### src/rtl/match_ctrl.sv
// Pong match controller: idle/serve/play/over sequencing, scoring, 7-seg decode.
// Optional winner-digit blink in OVER when MATCH_CTRL_BLINK_EN is defined.
module match_ctrl #(
  parameter int WIN_SCORE   = 7,
  parameter int SERVE_DELAY = 50000000,
  parameter int BLINK_HALF  = 25000000
) (
  input  logic       clk,
  input  logic       reset,
  input  logic       start_n,
  input  logic       goal_left,
  input  logic       goal_right,
  output logic       ball_release,
  output logic       timer_reset,
  output logic [6:0] seg_score_left,
  output logic [6:0] seg_score_right,
  output logic [1:0] winner
);

  localparam logic [1:0] S_IDLE  = 2'd0;
  localparam logic [1:0] S_SERVE = 2'd1;
  localparam logic [1:0] S_PLAY  = 2'd2;
  localparam logic [1:0] S_OVER  = 2'd3;

  localparam int CW = $clog2(SERVE_DELAY + 1);
  localparam logic [CW-1:0] SD_LAST = CW'(SERVE_DELAY - 1);
  localparam logic [3:0] WIN = 4'(WIN_SCORE);

  logic [1:0]    r_state;
  logic [3:0]    r_score_l;
  logic [3:0]    r_score_r;
  logic [1:0]    r_winner;
  logic [CW-1:0] r_cnt;
  logic          r_release;
  logic          r_trst;
  logic          r_start_prev;
  logic          r_gl_prev;
  logic          r_gr_prev;

  logic       w_ev_start;
  logic       w_ev_gl;
  logic       w_ev_gr;
  logic [3:0] w_nxt_l;
  logic [3:0] w_nxt_r;
  logic       w_win_l;
  logic       w_win_r;
  logic [6:0] w_dec_l;
  logic [6:0] w_dec_r;

  assign w_ev_start = ~start_n & r_start_prev;
  assign w_ev_gl    = goal_left & ~r_gl_prev;
  assign w_ev_gr    = goal_right & ~r_gr_prev;
  // goal_left means the ball got past the left paddle: right player scores
  assign w_nxt_l    = r_score_l + {3'b000, w_ev_gr};
  assign w_nxt_r    = r_score_r + {3'b000, w_ev_gl};
  assign w_win_l    = (w_nxt_l == WIN);
  assign w_win_r    = (w_nxt_r == WIN);

  always_ff @(posedge clk) begin
    if (!reset) begin
      r_state      <= S_IDLE;
      r_score_l    <= 4'd0;
      r_score_r    <= 4'd0;
      r_winner     <= 2'b00;
      r_cnt        <= '0;
      r_release    <= 1'b0;
      r_trst       <= 1'b0;
      r_start_prev <= 1'b1;
      r_gl_prev    <= 1'b0;
      r_gr_prev    <= 1'b0;
    end else begin
      r_start_prev <= start_n;
      r_gl_prev    <= goal_left;
      r_gr_prev    <= goal_right;
      r_release    <= 1'b0;
      unique case (r_state)
        S_IDLE, S_OVER: begin
          if (w_ev_start) begin
            r_score_l <= 4'd0;
            r_score_r <= 4'd0;
            r_winner  <= 2'b00;
            r_cnt     <= '0;
            r_trst    <= 1'b1;
            r_state   <= S_SERVE;
          end
        end
        S_SERVE: begin
          if (r_cnt == SD_LAST) begin
            r_release <= 1'b1;
            r_state   <= S_PLAY;
          end else begin
            r_cnt <= r_cnt + 1'b1;
          end
        end
        S_PLAY: begin
          if (w_ev_gl | w_ev_gr) begin
            r_score_l <= w_nxt_l;
            r_score_r <= w_nxt_r;
            if (w_win_l | w_win_r) begin
              r_winner <= {w_win_r, w_win_l};
              r_trst   <= 1'b0;
              r_state  <= S_OVER;
            end else begin
              r_cnt   <= '0;
              r_state <= S_SERVE;
            end
          end
        end
        default: r_state <= S_IDLE;
      endcase
    end
  end

  function automatic logic [6:0] seg7(input logic [3:0] v);
    case (v)
      4'd0:    seg7 = 7'b1000000;
      4'd1:    seg7 = 7'b1111001;
      4'd2:    seg7 = 7'b0100100;
      4'd3:    seg7 = 7'b0110000;
      4'd4:    seg7 = 7'b0011001;
      4'd5:    seg7 = 7'b0010010;
      4'd6:    seg7 = 7'b0000010;
      4'd7:    seg7 = 7'b1111000;
      4'd8:    seg7 = 7'b0000000;
      4'd9:    seg7 = 7'b0011000;
      default: seg7 = 7'b1111111;
    endcase
  endfunction

  assign w_dec_l = seg7(r_score_l);
  assign w_dec_r = seg7(r_score_r);

`ifdef MATCH_CTRL_BLINK_EN
  localparam int BW = $clog2(BLINK_HALF + 1);
  localparam logic [BW-1:0] BH_LAST = BW'(BLINK_HALF - 1);

  logic [BW-1:0] r_bcnt;
  logic          r_blank;
  logic          w_blink;

  always_ff @(posedge clk) begin
    if (!reset || r_state != S_OVER) begin
      r_bcnt  <= '0;
      r_blank <= 1'b0;
    end else if (r_bcnt == BH_LAST) begin
      r_bcnt  <= '0;
      r_blank <= ~r_blank;
    end else begin
      r_bcnt <= r_bcnt + 1'b1;
    end
  end

  assign w_blink         = r_blank & (r_state == S_OVER);
  assign seg_score_left  = w_dec_l | {7{w_blink & r_winner[0]}};
  assign seg_score_right = w_dec_r | {7{w_blink & r_winner[1]}};
`else
  assign seg_score_left  = w_dec_l;
  assign seg_score_right = w_dec_r;
`endif

  assign ball_release = r_release;
  assign timer_reset  = r_trst;
  assign winner       = r_winner;

endmodule

### config.mk
export PLATFORM = sky130hd
export DESIGN_NAME = match_ctrl
export DESIGN_NICKNAME = d
export VERILOG_FILES = /design/src/rtl/match_ctrl.sv
export SDC_FILE = /design/constraint.sdc
export NUM_CORES = 1
export LEC_CHECK = 0
export ABC_AREA = 1
export CORE_UTILIZATION = 60
export CTS_CLUSTER_SIZE = 10
export DETAILED_ROUTE_END_ITERATION = 7
export GPL_TIMING_DRIVEN = 0
export PLACE_DENSITY = 0.81
export SETUP_SLACK_MARGIN = 0.2
export SLEW_MARGIN = 5
export SYNTH_ARGS = -nofsm -noshare
export SYNTH_HDL_FRONTEND = slang
export SYNTH_SLANG_ARGS = --single-unit
### constraint.sdc
create_clock -name clk -period 2.9 [get_ports clk]
set_input_delay 0.58 -clock clk [delete_from_list [all_inputs] [get_ports clk]]
set_output_delay 0.58 -clock clk [all_outputs]
set_load 0.01 [all_outputs]
* After elaboration in Yosys (flattened, before gate mapping) *
Memory sizes are Yosys's and may differ from the RTL's. A register that Yosys moved wholly into a read port is not among the register bits.
Cells that the tools add are included.

storage, ports and cells
  memory bits (read-only) = 224
  input bits = 5
  RAM bits = 0
  register bits = 43
  output and inout bits = 18
  bits in latches = 0
  memories kept = 2
  word-level logic and storage cells = 71

memories
  memory            depth  width  read ports  clocked after Yosys merged registers in  wr ports  RTL line  text
  (name not given)  16     7      1           1                                        0         115       case (v)
  (name not given)  16     7      1           1                                        0         115

cells by class
  divide/modulo/power cells = 0
  multiply operators = 0
  equal/unequal tests = 12
  shift operators = 0
  $lt $le $gt $ge = 0
  bitwise gates (word level) = 8
  reduce and logical (&&, ||, !) cells = 8
  add/sub/neg operators = 3
  muxes and demuxes = 28

operators by type and width
  kind                     number
  $mux W26                 4
  $pmux W26 S3             1
  $mux W4                  7
  $add A26 B1 Y26 const B  1
  $eq A26 B26 Y1 const B   1
  $pmux W4 S2              2
  $mux W2                  7
  $ne A2 B2 Y1 const B     6
  $add A4 B1 Y4            2
  $eq A4 B3 Y1 const B     2
  $reduce_and A4 Y1        2
  $pmux W2 S3              1
  $reduce_and A3 Y1        2
  $eq A2 B2 Y1 const B     2
  $mux W1                  4
  $pmux W2 S2              1
  $and A1 B1 Y1            3
  $not A1 Y1               3
  $eq A2 B1 Y1 const B     1
  $logic_not A2 Y1         1
  $or A1 B1 Y1             2
  $pmux W1 S2              1
  $reduce_and A2 Y1        1
  $reduce_bool A2 Y1       1
  $reduce_or A2 Y1         1

* Depth between registers and ports, before layout *
Gate-level depths: netlist (run 1).

  depth in word-level cells = 8
  gate-level depth with buffers = 17
  depth with buffers taken out = 17

* Worst setup path after synthesis (run 1) *
No wires, ideal clock.

  path type = input-to-reg
  from = input port goal_left
  to = register seg_score_right[3] (netlist name)
  buffers on the path = 0
  stages = 15
  data arrival time = 2.221 ns
  path slack = 0.565 ns
  cell sequence = nand2_1 inv_1 ha_1 ha_1 nand2_1 inv_1 nand4_1 nand2_1 nand2_1 inv_1 ha_1 inv_1 nand4_1 nand3_1 nand2_1

between the ends
  cells in the longest elaborated chain, start to end = 6

RTL lines
  element                                           RTL line  text
  start, declared                                   11        input logic goal_left,
  $and A1 B1 Y1 (*)                                 51        assign w_ev_gl = goal_left & ~r_gl_prev;
  $add A4 B1 Y4 or $or A1 B1 Y1 (tied branches)     55, 96
  $mux W4 or $ne A2 B2 Y1 (tied branches)           --
  $pmux W4 S2 or $reduce_and A3 Y1 (tied branches)  --
  $mux W4 (no line) (*) (2 in a row)                --

Mark *: on every way between the ends. The rest lies on a longest branch, timed or not. The select of a mux whose other input is x is not followed.
A chain may end at the register's enable or synchronous reset.

* Final worst setup path (run 1) *
  from = input port goal_left
  to = register seg_score_right[3] (netlist name)

between the ends
  cells in the longest elaborated chain, start to end = 6

RTL lines
  element                                           RTL line
  $and A1 B1 Y1 (*)                                 51
  $add A4 B1 Y4 or $or A1 B1 Y1 (tied branches)     55, 96
  $mux W4 or $ne A2 B2 Y1 (tied branches)           --
  $pmux W4 S2 or $reduce_and A3 Y1 (tied branches)  --
  $mux W4 (no line) (*) (2 in a row)                --

Marks and branches as above.

==> metrics.md, run 1 <==
| Metric | Value |
|---|---|
| Status | completed |
| Yosys top cell by area | dfxtp_1 |
| Met1 usage | around 32% |
| P per Cell Area | between 800 and 900 mW/mm2 |
| Adder-Cell Fraction of Synth Area | under 10% |
| Rel. slew slack | between 50% and 60% |
| Initial antenna violation count | 0 |
| Slowest-stage cell, CP | clkdlybuf4s50_1 |
| Synthesized area | ~0.0037 mm2 |
| PortBufs | 21 |
| Bufs on Longest Clock Path | 2 |
| Synth Flop Type | dfxtp_1 |
| Slew @ Worst Pin | ~0.60 ns |
| Worst path arrival time | 2.83 ns |
| Row Count | 28 |
| Cts bufs inserted | 9 |
| Internal power | 2.12 mW |
| H-tree depth | 3 |
| DIE WIDTH | roughly 80 um |
| Sequential Power Share | between 20% and 30% |
| Simple-gate portion of the synthesized area | between 40 and 50% |
| Crit path cell chain | clkdlybuf4s50_1 -> nand2_2 -> inv_1 -> ha_1 -> ha_4 -> nand2_1 -> inv_1 -> nand4_1 -> nand2_2 -> nand2_2 -> inv_2 -> ha_1 -> inv_1 -> nand4_1 -> nand3_1 -> nand2_1 |
| Clock Root Buffer | clkbuf_8 |
| Clock Skews | between 0.006 and 0.007 ns |
| Residual DRC | 0 |
| Routed vias/inst | ~5.3 |
| Final setup vio count | 0 |
| DP HPWL | 6.46 mm |
| Worst skew pair latency | between 0.3 and 0.4 ns |
| Net switching power | roughly 1.5 mW |
| Syn nets | between 600 and 700 |
| Compound-cell area share of the yosys netlist | roughly 3.2% |
| Post-synth ARST share | 0% |
| Vias | 3778 |
| CTS tree | done |
| Critical path type | input pin to register |
| Antenna Cells | 0 |
| RSZ-0062 raised after global routing | true |
| Nets@finish | around 660 |
| Filler cell count | between 500 and 600 |
| Synth area leaders | dfxtp_1 31%, nand2_1 21%, nand3_1 11% |
| Crit-path max FO | 6 |
| Top-Level Pins | 23 |
| XOR/XNOR share of the synthesized area | 0% |
| Seq/Total Area, Yosys | slightly above 30% |
| Cells after DPL | around 700 |
| Synth warnings | 0 |
| RePlAce Congestion | 0.945 |
| Detail Route Antenna Nets | 0 |
| Met3 usage | ~8.6% |
| Initial Util | about three fifths |
| #FFs+latches synth | 57 |
| DRT Wirelength | between 9 and 10 mm |
| Combinational share of power | a little under half |
| CP max stage delay | approximately 0.43 ns |
| Critical Path Start Type | input pin |
| Iter 0 DRT Violations | between 300 and 400 |
| Syn avg cell area | 6.06 um2 |
| Switching share of power | about two fifths |
| Cell Area, Placed | 0.00397 mm2 |
| Max_cap viols | 0 |
| Finished layout cell area | 0.00424 mm2 |
| Die Y | 80.2 um |
| Synth Instances | ~600 |
| DRT Pass-1 Iters | 5 |
| Final cell count without fillers | slightly above 700 |
| Slew Viols, Final | 0 |
| # clock sinks | 57 |
| Synth top area share | between 30 and 40% |
| First-pass GRT wire length | between 10 and 15 mm |
| Largest family of logic cells by synthesized area | simple AND/OR/NAND/NOR gates |
| Mux contribution to synthesized area | 0% |
| Setup TNS | 0 ns |
| HP Class | register to register |
| Max Freq | between 300 and 400 MHz |
| Crit end category | register |
| Layer with the highest usage | met2 |
| Critical Path RT | between 3 and 4 ns |
| Global route overflow | 0 |
| Routed len/inst | 12.6 um |
| Met2 usage | between 50% and 60% |
| Post-layout min period | around 2.6 ns |
| Final hold violation count | 0 |
| Clk pin slew, worst setup/hold paths | 0.07 ns |
| Core area | 0.00592 mm2 |
| Worst vdd rail ir drop | 647 uV |
| GRT Total Usage | between 20% and 30% |
| R2R setup slack | 0.42 ns |
| Post-synth cell types | 29 |
| Pin count of the biggest net entering global routing | 11 |
| Layout cell share with drive strength beyond 1 | around 8.4% |
| Die ar. | roughly 0.0064 mm2 |
| Static leakage | 2.03 nW |
| Hold Buf Count CTS | 0 |
| Clock power share | 23.7% |
| Area Growth Syn to Fin | 15.7% |
| Crit share post-route | about nine tenths |
| Post-synth EDFFs | 0 |
| Vias in the first global route | approximately 3400 |
[placed cells by master, fill, tap and decap left out, types with 4 or more instances in the layout]
master	n
a21oi_1	10
buf_4	5
clkbuf_1	10
clkbuf_8	11
clkdlybuf4s50_1	21
dfxtp_1	57
ha_1	17
inv_1	88
inv_2	6
nand2_1	198
nand2_2	10
nand3_1	79
nand4_1	16
nor2_1	77
nor2_4	4
o21ai_0	6
[sequential cells by signal, summed over array words and instances, names as in the netlist]
signal           flops
ball_release         1
r_cnt               26
r_gl_prev            1
r_gr_prev            1
r_score_l            4
r_score_r            4
r_start_prev         1
r_state              2
seg_score_left       7
seg_score_right      7
timer_reset          1
winner               2
[power groups by stage]
stage / Combinational, mW / Sequential [mW] / Clock [mW]
2_1_floorplan: 1.18 / 1.11 / 0
3_5_place_dp: 1.65 / 1.09 / 0
6_report: 1.71 / 1.08 / 0.864
4_1_cts: 1.66 / 1.07 / 0.873
3_3_place_gp: 1.60 / 1.09 / 0
5_1_grt: 1.92 / 1.10 / 0.917
[through the flow]
stage          setup WS [ns]  power [mW]  utilization, %  hold slack (ns)
3_3_place_gp         -0.0872        2.69            67.1            0.458
4_1_cts                0.204        3.61            71.0            0.482
6_report               0.324        3.65            71.7            0.481
3_5_place_dp          -0.135        2.74            67.1            0.465
5_1_grt                0.172        3.94            71.7            0.503
2_1_floorplan          0.565        2.29               -            0.465
[kinds of logic (layout without fill, tap and decap cells)]
family | after synthesis | after routing
buf+inv | 113 | 152
simple gates | 397 | 397
compound gates | 20 | 20
flops | 57 | 57
fa+ha+maj | 18 | 18
[area by class of cell]
class | count | area [um2] | area share (%)
flip-flops and latches | 57 | 1140 | 26.9
plain buffers | 16 | 82.6 | 1.95
multi-input cells | 435 | 2110 | 49.6
clock inverters | 4 | 75.1 | 1.77
repair buffers | 23 | 225 | 5.31
well taps | 75 | 93.8 | 2.21
inverters | 97 | 364 | 8.58
clock buffers | 12 | 155 | 3.66
[cells in the mapped netlist (all sizes together), types with 2 or more instances]
| cell | count |
|---|---|
| inv | 94 |
| nand4 | 16 |
| nand3 | 82 |
| clkinv | 3 |
| nand2 | 209 |
| nand3b | 3 |
| buf | 7 |
| ha | 18 |
| or2 | 2 |
| dfxtp | 57 |
| clkbuf | 9 |
| nor2 | 83 |
| a21oi | 10 |
| o21ai | 8 |
[worst paths after layout]
kind / startpoint / to / depth (start not counted)
worst min register to register: winner[1] / winner[1] / 2
worst min-delay path: winner[1] / winner[1] / 2
worst max register to register: r_state[1] / seg_score_left[6] / 12
worst max-delay path: goal_left / seg_score_right[3] / 16
[layer usage]
metal	wire, um	share of wire [%]
met5	0	0
met2	4400	49
met3	491	5.4
met4	317	3.5
met1	3820	42
[critical path, delay by kind of cell]
family / cells / cell delay (ns)
and+or+nand+nor: 8 / 0.80
adders and majority gates: 3 / 0.75
buffers and inverters: 5 / 0.71
[what timing repair did]
action,4_1_cts,5_1_grt
resized for setup,0,9
buffers inserted,0,2
endpoints found under the setup margin,0,33
Power figures use the tool's default switching activity.
==> run 2: changes to the inputs <==
- MAX_ROUTING_LAYER: not set -> met4
==> run 2 against run 1 <==
Total power decreased by 5.7%. Final area decreased by 1.2%. Hold slack got worse by 0.0046 ns. Combinational power about the same. Clock skew increased by 0.00056 ns. Register-to-register slack improved by 0.06 ns. Die area unchanged. Fmax increased by 0.38%. Wire length decreased by 2.2%. Non-clock buffer count increased by 2. Largest cell class unchanged.
==> metrics.md, run 2 (synthesis gave the netlist of run 1 again) <==
| Metric | Value |
|---|---|
| PortBufs | 21 (unchanged) |
| Bufs on Longest Clock Path | 2 (unchanged) |
| Clk pin slew, worst setup/hold paths | 0.07 ns (about the same) |
| Slowest-stage cell, CP | clkdlybuf4s50_1 (unchanged) |
| Clock Skews | 0.00724 ns (was 0.00667 ns) |
| Worst vdd rail ir drop | 533 uV (was 647 uV) |
| Final setup vio count | 0 (unchanged) |
| RSZ-0062 raised after global routing | false (was true) |
| Layout cell share with drive strength beyond 1 | 8.20% (was 8.39%) |
| Critical Path Start Type | input pin (unchanged) |
| Area Growth Syn to Fin | 14.4% (was 15.7%) |
| Core area | 0.00592 mm2 (unchanged) |
| Vias in the first global route | 3371 (was 3350) |
| P per Cell Area | 820 mW/mm2 (was 859 mW/mm2) |
| DP HPWL | 6.52 mm (was 6.46 mm) |
| Cts bufs inserted | 9 (unchanged) |
| Slew Viols, Final | 0 (unchanged) |
| Slew @ Worst Pin | 0.554 ns (was 0.603 ns) |
| Crit end category | register (unchanged) |
| DIE WIDTH | 80.2 um (unchanged) |
| Routed vias/inst | 5.15 (was 5.25) |
| Cell Area, Placed | 0.00397 mm2 (unchanged) |
| DRT Wirelength | 8.83 mm (was 9.03 mm) |
| CP max stage delay | 0.44 ns (was 0.43 ns) |
| Pin count of the biggest net entering global routing | 11 (unchanged) |
| Worst path arrival time | 2.80 ns (was 2.83 ns) |
| Post-layout min period | 2.57 ns (was 2.58 ns) |
| Finished layout cell area | 0.00419 mm2 (was 0.00424 mm2) |
| Max Freq | 390 MHz (was 388 MHz) |
| Final cell count without fillers | 721 (was 719) |
| Iter 0 DRT Violations | 262 (was 307) |
| Initial antenna violation count | 0 (unchanged) |
| DRT Pass-1 Iters | 5 (unchanged) |
| Cells after DPL | 701 (unchanged) |
| Top cell by count, worst path | nand2_1 |
| RePlAce Congestion | 0.957 (was 0.945) |
| GRT Total Usage | 29.7% (was 29.4%) |
| Die ar. | 0.00643 mm2 (unchanged) |
| Top-Level Pins | 23 (unchanged) |
| Nets@finish | 664 (was 662) |
| Worst skew pair latency | 0.34 ns (was 0.35 ns) |
| Most common cell after layout, fill and taps aside | nand2_1 (unchanged) |
| Critical path type | input pin to register (unchanged) |
| HP Class | register to register (unchanged) |
| Routed len/inst | 12.2 um (was 12.6 um) |
| Antenna Cells | 0 (unchanged) |
| Crit-path max FO | 10 (was 6) |
| Static leakage | 2.03 nW (about the same) |
| Pre-CTS WS | -0.123 ns (was -0.135 ns) |
| Final hold violation count | 0 (unchanged) |
| Util after Layout | 70.8% (was 71.7%) |
| Detail Route Antenna Nets | 0 (unchanged) |
| Die Y | 80.2 um (unchanged) |
| H-tree depth | 3 (unchanged) |
| Reg with most FFs | r_cnt (unchanged) |
| Residual DRC | 0 (unchanged) |
| Number of flip-flops in the largest register | 26 (unchanged) |
| Crit share post-route | 88.5% (was 88.8%) |
| CTS tree | done (unchanged) |
| First-pass GRT wire length | 14.3 mm (was 14.4 mm) |
| Setup ws final | 0.334 ns (was 0.324 ns) |
| Commonest non-fill, non-tap cells in the layout | 199 x nand2_1, 89 x inv_1, 79 x nand3_1 (was 198 x nand2_1, 88 x inv_1, 79 x nand3_1) |
| Rel. slew slack | 63.0% (was 59.8%) |
| Vias | 3712 (was 3778) |
| Status | completed (unchanged) |
| Critical Path RT | 3.13 ns (was 3.15 ns) |
| Clock Root Buffer | clkbuf_8 (unchanged) |
| Critical path's top delay family | simple AND/OR/NAND/NOR gates (unchanged) |
| Worst Path Buf+Inv | 4 (was 5) |
| Max_cap viols | 0 (unchanged) |
| # clock sinks | 57 (unchanged) |
| Initial Util | 61.9% (unchanged) |
| Crit path cell chain | clkdlybuf4s50_1 -> nand2_2 -> inv_1 -> ha_1 -> ha_1 -> nand3_1 -> nor2_1 -> nand2_1 -> nand2_1 -> nor2_4 -> nand2_4 -> inv_2 -> nand2_1 -> inv_1 -> nor2_1 (was clkdlybuf4s50_1 -> nand2_2 -> inv_1 -> ha_1 -> ha_4 -> nand2_1 -> inv_1 -> nand4_1 -> nand2_2 -> nand2_2 -> inv_2 -> ha_1 -> inv_1 -> nand4_1 -> nand3_1 -> nand2_1) |
| Row Count | 28 (unchanged) |
| Global route overflow | 0 (unchanged) |
==> run 2: cell types whose count changed in the layout (fill, tap and decap cells not counted), moves of 2 or more <==
cell / previous run / this run
clkinv_2: 0 / 3
buf_4: 5 / 7
bufinv_16: 2 / 0
nand2_2: 10 / 8
==> run 2: area by class of cell <==
type,count,area (um2)
sequential,57,1140
clock buffer,11,141
tap,75,93.8
buffer,16,85.1
inverter,97,364
multi-input combinational,435,2100
fill,535,1730
timing repair buffer,25,240
clock inverter,5,31.3
==> run 2: through the flow <==
stage | hold slack, ns | TNS, ns | total power, mW
finish | 0.477 | 0 | 3.44
global route | 0.502 | 0 | 3.72
CTS | 0.476 | 0 | 3.42
detailed placement | 0.460 | -0.298 | 2.74
global placement | 0.459 | -0.162 | 2.69
floorplan | 0.465 | 0 | 2.29
==> run 2: worst reg2reg max path: stages (launching register included) <==
cell      delay, ns
dfxtp_1        0.36
inv_1          0.07
ha_1           0.25
inv_1          0.20
clkbuf_1       0.41
nand4_1        0.17
nand3_1        0.24
inv_1          0.10
ha_1           0.18
inv_1          0.05
nand4_1        0.12
nand3_1        0.13
nand2_1        0.05
==> run 2: metal layers <==
layer	vias up	track usage, %	wire length [um]
met5	-	-	0
met4	0	13.0	240
li1	1944	-	-
met3	23	6.93	341
met2	82	50.8	4300
met1	1663	33.0	3950
==> run 2: worst paths after layout <==
path	from	end	slack, ns	cells past startpoint
max reg2reg	r_state[1]	seg_score_right[5]	0.48	12
min reg2reg	winner[1]	winner[1]	0.48	2
min	winner[1]	winner[1]	0.48	2
max	goal_right	r_cnt[23]	0.33	15
==> run 2: power breakdown <==
part | internal, mW | total, mW | switching, mW
logic | 0.624 | 1.70 | 1.07
registers | 0.967 | 1.07 | 0.108
clock network | 0.330 | 0.666 | 0.336
total | 1.92 | 3.44 | 1.52
==> run 2: timing repair <==
action / 4_1_cts / 5_1_grt
endpoints found under the setup margin: 0 / 25
hold buffers: 0 / 0
buffers inserted: 0 / 4
resized for setup: 0 / 8
